<file path="src/rtl/fetch_unit_pkg.sv">
// -----------------------------------------------------------------------------
// fetch_unit_pkg
//   Definitions shared by the fetch stage, the decoder and the execute stage:
//   instruction/address widths, the default reset PC, the word-align mask and
//   the {pc, inst} record carried through the fetch queue.
// -----------------------------------------------------------------------------
package fetch_unit_pkg;

  localparam int unsigned INST_W = 32;
  localparam int unsigned ADDR_W = 32;

  localparam logic [ADDR_W-1:0] RESET_PC_DEFAULT = 32'h0000_0000;
  localparam logic [ADDR_W-1:0] WORD_ALIGN_MASK  = 32'hFFFF_FFFC;
  localparam logic [ADDR_W-1:0] WORD_BYTES       = 32'd4;

  // One buffered instruction together with the address it was fetched from.
  typedef struct packed {
    logic [ADDR_W-1:0] pc;
    logic [INST_W-1:0] inst;
  } fetch_entry_t;

  // Force an address onto a 32-bit word boundary.
  function automatic logic [ADDR_W-1:0] word_align(input logic [ADDR_W-1:0] addr);
    return addr & WORD_ALIGN_MASK;
  endfunction

endpackage

</file>
<file path="src/rtl/fetch_unit_if.sv">
// -----------------------------------------------------------------------------
// fetch_unit_if
//   Bundles every non-clock signal of the fetch stage:
//     imem request   : o_imem_req_valid / i_imem_req_ready / o_imem_req_addr
//     imem response  : i_imem_rsp_valid / i_imem_rsp_data (in order)
//     redirect       : i_redirect_valid / i_redirect_pc
//     decoder output : o_inst_valid / i_inst_ready / o_inst / o_inst_pc
//   The o_/i_ prefixes are seen from the fetch unit; it uses the master
//   modport, while the memory/decoder/branch environment uses slave.
// -----------------------------------------------------------------------------
interface fetch_unit_if;
  import fetch_unit_pkg::*;

  logic              o_imem_req_valid;
  logic              i_imem_req_ready;
  logic [ADDR_W-1:0] o_imem_req_addr;

  logic              i_imem_rsp_valid;
  logic [INST_W-1:0] i_imem_rsp_data;

  logic              i_redirect_valid;
  logic [ADDR_W-1:0] i_redirect_pc;

  logic              o_inst_valid;
  logic              i_inst_ready;
  logic [INST_W-1:0] o_inst;
  logic [ADDR_W-1:0] o_inst_pc;

  modport master (
    output o_imem_req_valid, o_imem_req_addr,
    input  i_imem_req_ready,
    input  i_imem_rsp_valid, i_imem_rsp_data,
    input  i_redirect_valid, i_redirect_pc,
    output o_inst_valid, o_inst, o_inst_pc,
    input  i_inst_ready
  );

  modport slave (
    input  o_imem_req_valid, o_imem_req_addr,
    output i_imem_req_ready,
    output i_imem_rsp_valid, i_imem_rsp_data,
    output i_redirect_valid, i_redirect_pc,
    input  o_inst_valid, o_inst, o_inst_pc,
    output i_inst_ready
  );

endinterface

</file>
<file path="src/rtl/fetch_queue.sv">
// -----------------------------------------------------------------------------
// fetch_queue
//   Synchronous FIFO of DEPTH {pc, inst} entries between the imem response
//   and the decoder.
//   Ports:
//     i_clk, i_rst : clock, synchronous active-high reset
//     push         : write push_data at the tail (ignored when full)
//     pop          : drop the head entry (ignored when empty)
//     flush        : synchronous clear, wins over push and pop
//     count        : number of valid entries, 0..DEPTH
//     head         : entry at the head (only meaningful when count != 0)
// -----------------------------------------------------------------------------
module fetch_queue
  import fetch_unit_pkg::*;
#(
  parameter int unsigned DEPTH = 4
) (
  input  logic                   i_clk,
  input  logic                   i_rst,
  input  logic                   push,
  input  fetch_entry_t           push_data,
  input  logic                   pop,
  input  logic                   flush,
  output logic [$clog2(DEPTH):0] count,
  output fetch_entry_t           head
);

  localparam int unsigned     PW   = $clog2(DEPTH);
  localparam logic [PW:0]     FULL = (PW+1)'(DEPTH);

  fetch_entry_t  mem [DEPTH];
  logic [PW-1:0] wr_ptr;
  logic [PW-1:0] rd_ptr;
  logic          do_push;
  logic          do_pop;

  assign do_push = push && (count != FULL);
  assign do_pop  = pop && (count != '0);

  // DEPTH is a power of two, so the pointers wrap on their natural overflow.
  always_ff @(posedge i_clk) begin
    // NOTE: sequential state uses non-blocking assignments so every flop
    // samples the pre-edge values regardless of statement order.
    if (i_rst || flush) begin
      wr_ptr <= '0;
      rd_ptr <= '0;
      count  <= '0;
    end else begin
      if (do_push) wr_ptr <= wr_ptr + PW'(1);
      if (do_pop)  rd_ptr <= rd_ptr + PW'(1);
      count <= count + (PW+1)'(do_push) - (PW+1)'(do_pop);
    end
  end

  // NOTE: the storage array is deliberately left without a reset; an entry is
  // never read before it is written because count gates every consumer.
  always_ff @(posedge i_clk) begin
    if (do_push) mem[wr_ptr] <= push_data;
  end

  assign head = mem[rd_ptr];

endmodule

</file>
<file path="src/rtl/fetch_unit.sv">
// -----------------------------------------------------------------------------
// fetch_unit
//   Instruction fetch stage in front of the decoder. Issues in-order,
//   word-aligned requests to instruction memory, buffers returned words in a
//   DEPTH-entry queue and hands {inst, pc} to the decoder. A redirect flushes
//   the queue and discards every response still in flight.
//   Parameters:
//     RESET_PC : first fetch address after reset (bits [1:0] must be 0)
//     DEPTH    : queue entries = maximum requests in flight (power of 2, >= 2)
//   Ports:
//     i_clk    : clock
//     i_rst    : synchronous, active-high reset
//     bus      : fetch_unit_if.master (imem request/response, redirect,
//                decoder handshake)
// -----------------------------------------------------------------------------
module fetch_unit
  import fetch_unit_pkg::*;
#(
  parameter logic [ADDR_W-1:0] RESET_PC = RESET_PC_DEFAULT,
  parameter int unsigned       DEPTH    = 4
) (
  input logic          i_clk,
  input logic          i_rst,
  fetch_unit_if.master bus
);

  localparam int unsigned CW      = $clog2(DEPTH) + 1;
  localparam logic [CW:0] CREDITS = (CW+1)'(DEPTH);

  logic [ADDR_W-1:0] fetch_pc;         // next address to request
  logic [ADDR_W-1:0] resp_pc;          // PC of the next response to keep
  logic [ADDR_W-1:0] redirect_target;
  logic [CW-1:0]     count;
  logic [CW-1:0]     outstanding;      // accepted, not yet answered
  logic [CW-1:0]     outstanding_next;
  logic [CW-1:0]     discard;          // responses still to be dropped
  logic              rst_q;            // first cycle out of reset: no request yet
  logic              req_valid;
  logic              req_fire;
  logic              rsp_fire;
  logic              redirect;
  logic              push;
  logic              pop;
  fetch_entry_t      push_entry;
  fetch_entry_t      head;

  always_comb begin
    // NOTE: every signal driven here gets a value on every path (defaults
    // first), otherwise synthesis infers a latch.
    bus.o_inst    = '0;
    bus.o_inst_pc = '0;
    if (count != '0) begin
      bus.o_inst    = head.inst;
      bus.o_inst_pc = head.pc;
    end

    // A slot stays reserved from request acceptance until the decoder pops
    // the word, so the queue can never overflow.
    req_valid = !rst_q && (({1'b0, count} + {1'b0, outstanding}) < CREDITS);
    req_fire  = req_valid && bus.i_imem_req_ready;
    rsp_fire  = bus.i_imem_rsp_valid;
    redirect  = bus.i_redirect_valid;
    redirect_target = word_align(bus.i_redirect_pc);

    // Redirect has priority: a response in that cycle is dropped and a pop
    // is ignored because the queue is being flushed anyway.
    push = rsp_fire && (discard == '0) && !redirect;
    pop  = (count != '0) && bus.i_inst_ready && !redirect;
    push_entry = '{pc: resp_pc, inst: bus.i_imem_rsp_data};

    outstanding_next = outstanding + CW'(req_fire) - CW'(rsp_fire);
  end

  assign bus.o_imem_req_valid = req_valid;
  assign bus.o_imem_req_addr  = fetch_pc;
  assign bus.o_inst_valid     = (count != '0);

  always_ff @(posedge i_clk) begin
    if (i_rst) begin
      rst_q       <= 1'b1;
      fetch_pc    <= RESET_PC;
      resp_pc     <= RESET_PC;
      outstanding <= '0;
      discard     <= '0;
    end else begin
      rst_q       <= 1'b0;
      outstanding <= outstanding_next;
      if (redirect) begin
        fetch_pc <= redirect_target;
        resp_pc  <= redirect_target;
        // Everything still in flight after this edge, including a request
        // accepted right now with the old PC, belongs to the old stream.
        discard  <= outstanding_next;
      end else begin
        if (req_fire) fetch_pc <= fetch_pc + WORD_BYTES;
        if (push)     resp_pc  <= resp_pc + WORD_BYTES;
        if (rsp_fire && (discard != '0)) discard <= discard - CW'(1);
      end
    end
  end

  fetch_queue #(
    .DEPTH (DEPTH)
  ) u_queue (
    .i_clk     (i_clk),
    .i_rst     (i_rst),
    .push      (push),
    .push_data (push_entry),
    .pop       (pop),
    .flush     (redirect),
    .count     (count),
    .head      (head)
  );

endmodule

</file>
<file path="src/flat_wrapper.sv">
// flat-port wrapper written by rule: the top's interface ports become plain ports
module fetch_unit_flat import fetch_unit_pkg::*;
#(
  parameter logic [ADDR_W-1:0] RESET_PC = RESET_PC_DEFAULT,
  parameter int unsigned       DEPTH    = 4
)
  (i_clk, i_rst, bus_o_imem_req_valid, bus_o_imem_req_addr, bus_i_imem_req_ready, bus_i_imem_rsp_valid, bus_i_imem_rsp_data, bus_i_redirect_valid, bus_i_redirect_pc, bus_o_inst_valid, bus_o_inst, bus_o_inst_pc, bus_i_inst_ready);
  fetch_unit_if bus_i ();
  input logic i_clk;
  input logic i_rst;
  output wire logic [$bits(bus_i.o_imem_req_valid)-1:0] bus_o_imem_req_valid;
  output wire logic [$bits(bus_i.o_imem_req_addr)-1:0] bus_o_imem_req_addr;
  input wire logic [$bits(bus_i.i_imem_req_ready)-1:0] bus_i_imem_req_ready;
  input wire logic [$bits(bus_i.i_imem_rsp_valid)-1:0] bus_i_imem_rsp_valid;
  input wire logic [$bits(bus_i.i_imem_rsp_data)-1:0] bus_i_imem_rsp_data;
  input wire logic [$bits(bus_i.i_redirect_valid)-1:0] bus_i_redirect_valid;
  input wire logic [$bits(bus_i.i_redirect_pc)-1:0] bus_i_redirect_pc;
  output wire logic [$bits(bus_i.o_inst_valid)-1:0] bus_o_inst_valid;
  output wire logic [$bits(bus_i.o_inst)-1:0] bus_o_inst;
  output wire logic [$bits(bus_i.o_inst_pc)-1:0] bus_o_inst_pc;
  input wire logic [$bits(bus_i.i_inst_ready)-1:0] bus_i_inst_ready;
  assign bus_o_imem_req_valid = bus_i.o_imem_req_valid;
  assign bus_o_imem_req_addr = bus_i.o_imem_req_addr;
  assign bus_i.i_imem_req_ready = bus_i_imem_req_ready;
  assign bus_i.i_imem_rsp_valid = bus_i_imem_rsp_valid;
  assign bus_i.i_imem_rsp_data = bus_i_imem_rsp_data;
  assign bus_i.i_redirect_valid = bus_i_redirect_valid;
  assign bus_i.i_redirect_pc = bus_i_redirect_pc;
  assign bus_o_inst_valid = bus_i.o_inst_valid;
  assign bus_o_inst = bus_i.o_inst;
  assign bus_o_inst_pc = bus_i.o_inst_pc;
  assign bus_i.i_inst_ready = bus_i_inst_ready;
  fetch_unit #(.RESET_PC(RESET_PC), .DEPTH(DEPTH)) u_core (.i_clk(i_clk), .i_rst(i_rst), .bus(bus_i));
endmodule
</file>
<file path="config.mk">
export PLATFORM = sky130hd
export DESIGN_NAME = fetch_unit_flat
export DESIGN_NICKNAME = d
export VERILOG_FILES = /design/src/rtl/fetch_unit_pkg.sv /design/src/rtl/fetch_unit_if.sv /design/src/rtl/fetch_queue.sv /design/src/rtl/fetch_unit.sv /design/src/flat_wrapper.sv
export SDC_FILE = /design/constraint.sdc
export NUM_CORES = 1
export LEC_CHECK = 0
export CAP_MARGIN = 20
export CORE_MARGIN = 2
export CORE_UTILIZATION = 55
export CTS_CLUSTER_SIZE = 16
export DETAILED_ROUTE_END_ITERATION = 8
export PLACE_DENSITY_LB_ADDON = 0.08
export SLEW_MARGIN = 20
export SYNTH_ARGS = -nofsm -noshare
export SYNTH_HDL_FRONTEND = slang
export SYNTH_SLANG_ARGS = --single-unit
</file>
<file path="constraint.sdc">
create_clock -name i_clk -period 4.85 [get_ports i_clk]
set_input_delay 1.2125 -clock i_clk [delete_from_list [all_inputs] [get_ports i_clk]]
set_output_delay 1.2125 -clock i_clk [all_outputs]
set_load 0.01 [all_outputs]
</file>
==> summary.txt <==
Pwr
  – Power Density: 378 nW/um^2
  – Comb pwr share: 0.104
  – Clk pwr share: 0.377
  – Register share of total power: 0.519
  – Psw: 0.00139 W
  – Leak Pwr: 5.33 nW
  – Sw Ratio: 0.224
  – Pint: 0.00483 W
  – Worst IR Drop VDD: 0.313 mV

Timing
  – Final hold vios: 0
  – Fin. max-slew vios: 0
  – Slew @ Worst Pin: 0.768 ns
  – Fmax: 251 MHz
  – Setup_tns: 0 ns
  – Clock Skew: 0.0118 ns
  – RSZ-0062 raised after global routing: false
  – Final period util: 0.820
  – Minimum clock period: 3.98 ns
  – Normalized max-slew margin: 0.486
  – Final setup fails: 0

Global route
  – Initial antenna violation count: 0
  – Gr usage total: 0.208
  – Pin count of the biggest net entering global routing: 64
  – First-pass GRT wire length: 42000 um
  – Grt ovf: 0
  – Vias in the first global route: 7838

Setup path
  – R2r setup slk: 2.05 ns
  – Worst path required time: 3.64 ns
  – Critical Path Source Type: flip-flop
  – WP data arrival: 2.77 ns
  – Worst Setup End Kind: output pin
  – Setup CP Type: reg2out
  – CP Max Fanout: 18

Place
  – GP Congestion: 0.792
  – Area after DPL: 15500 um^2
  – PortBufs: 161
  – Detailed placer's ending HPWL: 16000 um

Finish
  – N_diodes: 0
  – Share of layout cells above drive strength 1: 0.134
  – Syn-to-layout area delta: 22.5%
  – Post-route cell area: 16500 um^2
  – Nets@finish: 1131

Route
  – Routed len/inst: 18.7 um
  – First drt pass iteration count: 5
  – Drt drc: 0
  – Detailed-route via count: 7670
  – DRT iter0 DRCs: 438
  – WL final: 26100 um
  – Routed Antenna Nets: 0
  – Post-DR vias/cell: 5.50

Die
  – Initial Util: 0.556
  – Die W: 160 um
  – Row count: 57
  – Chip height: 160 um
  – Num ports: 168
  – DIE AREA: 25700 um^2
  – Core area: 24200 um^2

Synth
  – Synth area leader: edfxtp_1
  – Netlist cell types: 49
  – Most frequent cell after synthesis: edfxtp_1
  – Async set or reset register ratio after synthesis: 0
  – Syn avg cell area: 15.3 um^2
  – Most frequent cells after synthesis: edfxtp_1 (248), dfxtp_1 (76), nor2b_1 (63)
  – Seq cells post-synth: 324
  – Cells after Synth: 876
  – Post-synthesis sequential area ratio: 0.667
  – Most used DFF post-synth: edfxtp_1
  – Post-synth EDFFs: 248
  – Share of the synthesized area in the top cell type: 0.554
  – Mapped cell area: 13400 um^2
  – Synth warn: 0
  – Area contributors post-synth: edfxtp_1 (55%), dfxtp_1 (11%), mux4_2 (10%)

Clocking
  – Clock slew at reported path FFs: 0.06 ns
  – Root Buffer: clkbuf_16
  – Clk buf depth: 3
  – Cts bufs inserted: 34
  – Setup bufs post-CTS: 0
  – Cts hold-fix bufs: 0
  – Post_cts resized: 0
  – Worst-Skew Late Latency: 0.50 ns
  – TritonCTS clock tree: yes
  – H-tree Lvls: 2
  – Clk sinks: 324

Job
  – MaxCap Viol Count: 0

Hold path
  – Hold Path Class: reg2reg

Run status
  – Status: completed
[worst max-delay path, stage by stage (launching register included)]
cell	delay [ns]
dfxtp_4	0.59
buf_4	0.43
mux4_2	0.54
nor2b_1	0.14
clkdlybuf4s50_1	0.56
[final timing paths]
kind | from | end | cells after the start
worst max-delay path | flip-flop | bus_o_inst_pc[18] | 4
worst min-delay path | u_core.bus.o_imem_req_addr[3]$_SDFFE_PP0P_ | u_core.bus.o_imem_req_addr[3]$_SDFFE_PP0P_ | 2
worst max register to register | u_core.u_queue.count[2]$_SDFF_PP0_ | u_core.discard[2]$_SDFFE_PP0P_ | 13
worst min register to register | u_core.bus.o_imem_req_addr[3]$_SDFFE_PP0P_ | u_core.bus.o_imem_req_addr[3]$_SDFFE_PP0P_ | 2
[per-stage QoR]
step,cells,hold WS (ns),power [W],utilization,setup slack (ns)
after floorplan,879,0.466,0.00364,-,0.874
after global placement,1333,0.505,0.00392,0.640,0.965
after detailed placement,1333,0.514,0.00394,0.640,0.952
after CTS,1394,0.531,0.00629,0.681,0.784
after global routing,1394,0.560,0.00646,0.681,0.702
final,1394,0.537,0.00622,0.681,0.872
[layer usage]
layer	vias to the layer above	routed length [um]	global-route usage
li1	3611	-	-
met1	3769	11600	0.295
met2	245	12400	0.338
met3	45	1400	0.0333
met4	0	613	0.0627
met5	-	0	0
[state kept, by name (all words and copies together) (netlist names), named ones only]
name and cells:
u_core.u_queue.wr_ptr 2, u_core.outstanding 3, u_core.rst_q 1, u_core.u_queue.rd_ptr 2
u_core.u_queue.mem 248, u_core.bus.o_imem_req_addr 30, u_core.discard 3, u_core.u_queue.count 3
u_core.resp_pc 30
[power groups by stage]
stage               combinational (W)  clock [W]  sequential, W
floorplan                    0.000373          0        0.00327
global placement             0.000646          0        0.00328
detailed placement           0.000656          0        0.00328
CTS                          0.000661    0.00240        0.00323
global route                 0.000712    0.00251        0.00324
finish                       0.000650    0.00235        0.00323
[cell usage in the layout (no fill, tap or decap), types with 20 or more instances in the layout]
| cell type | count |
|---|---|
| a21boi_0 | 26 |
| a21boi_1 | 20 |
| a21oi_1 | 31 |
| clkbuf_16 | 35 |
| clkdlybuf4s50_1 | 161 |
| dfxtp_1 | 74 |
| edfxtp_1 | 248 |
| inv_1 | 46 |
| mux4_2 | 62 |
| nand2_1 | 32 |
| nor2_1 | 26 |
| nor2b_1 | 63 |
| xnor2_1 | 40 |
| xor2_1 | 23 |
[layout make-up]
type | instances | area [um^2]
fillers | 1701 | 7700
inverters | 47 | 176
clock inverters | 15 | 82.6
multi-input cells | 462 | 4120
flip-flops and latches | 324 | 8970
repair buffers | 176 | 1790
clock buffers | 46 | 928
well taps | 324 | 405
[cells by family (layout without fill, tap and decap cells)]
kind of cell / after synthesis / count (layout) / synth area share
fa+ha+maj: 16 / 16 / 0.0160
simple gates: 217 / 217 / 0.0928
xor+xnor: 63 / 63 / 0.0410
other cells: 1 / 4 / 0.000279
compound gates: 98 / 98 / 0.0494
buf+inv: 93 / 284 / 0.0281
mux: 64 / 64 / 0.105
flops: 324 / 324 / 0.667
No activity file was read; power rests on OpenSTA's default activity.
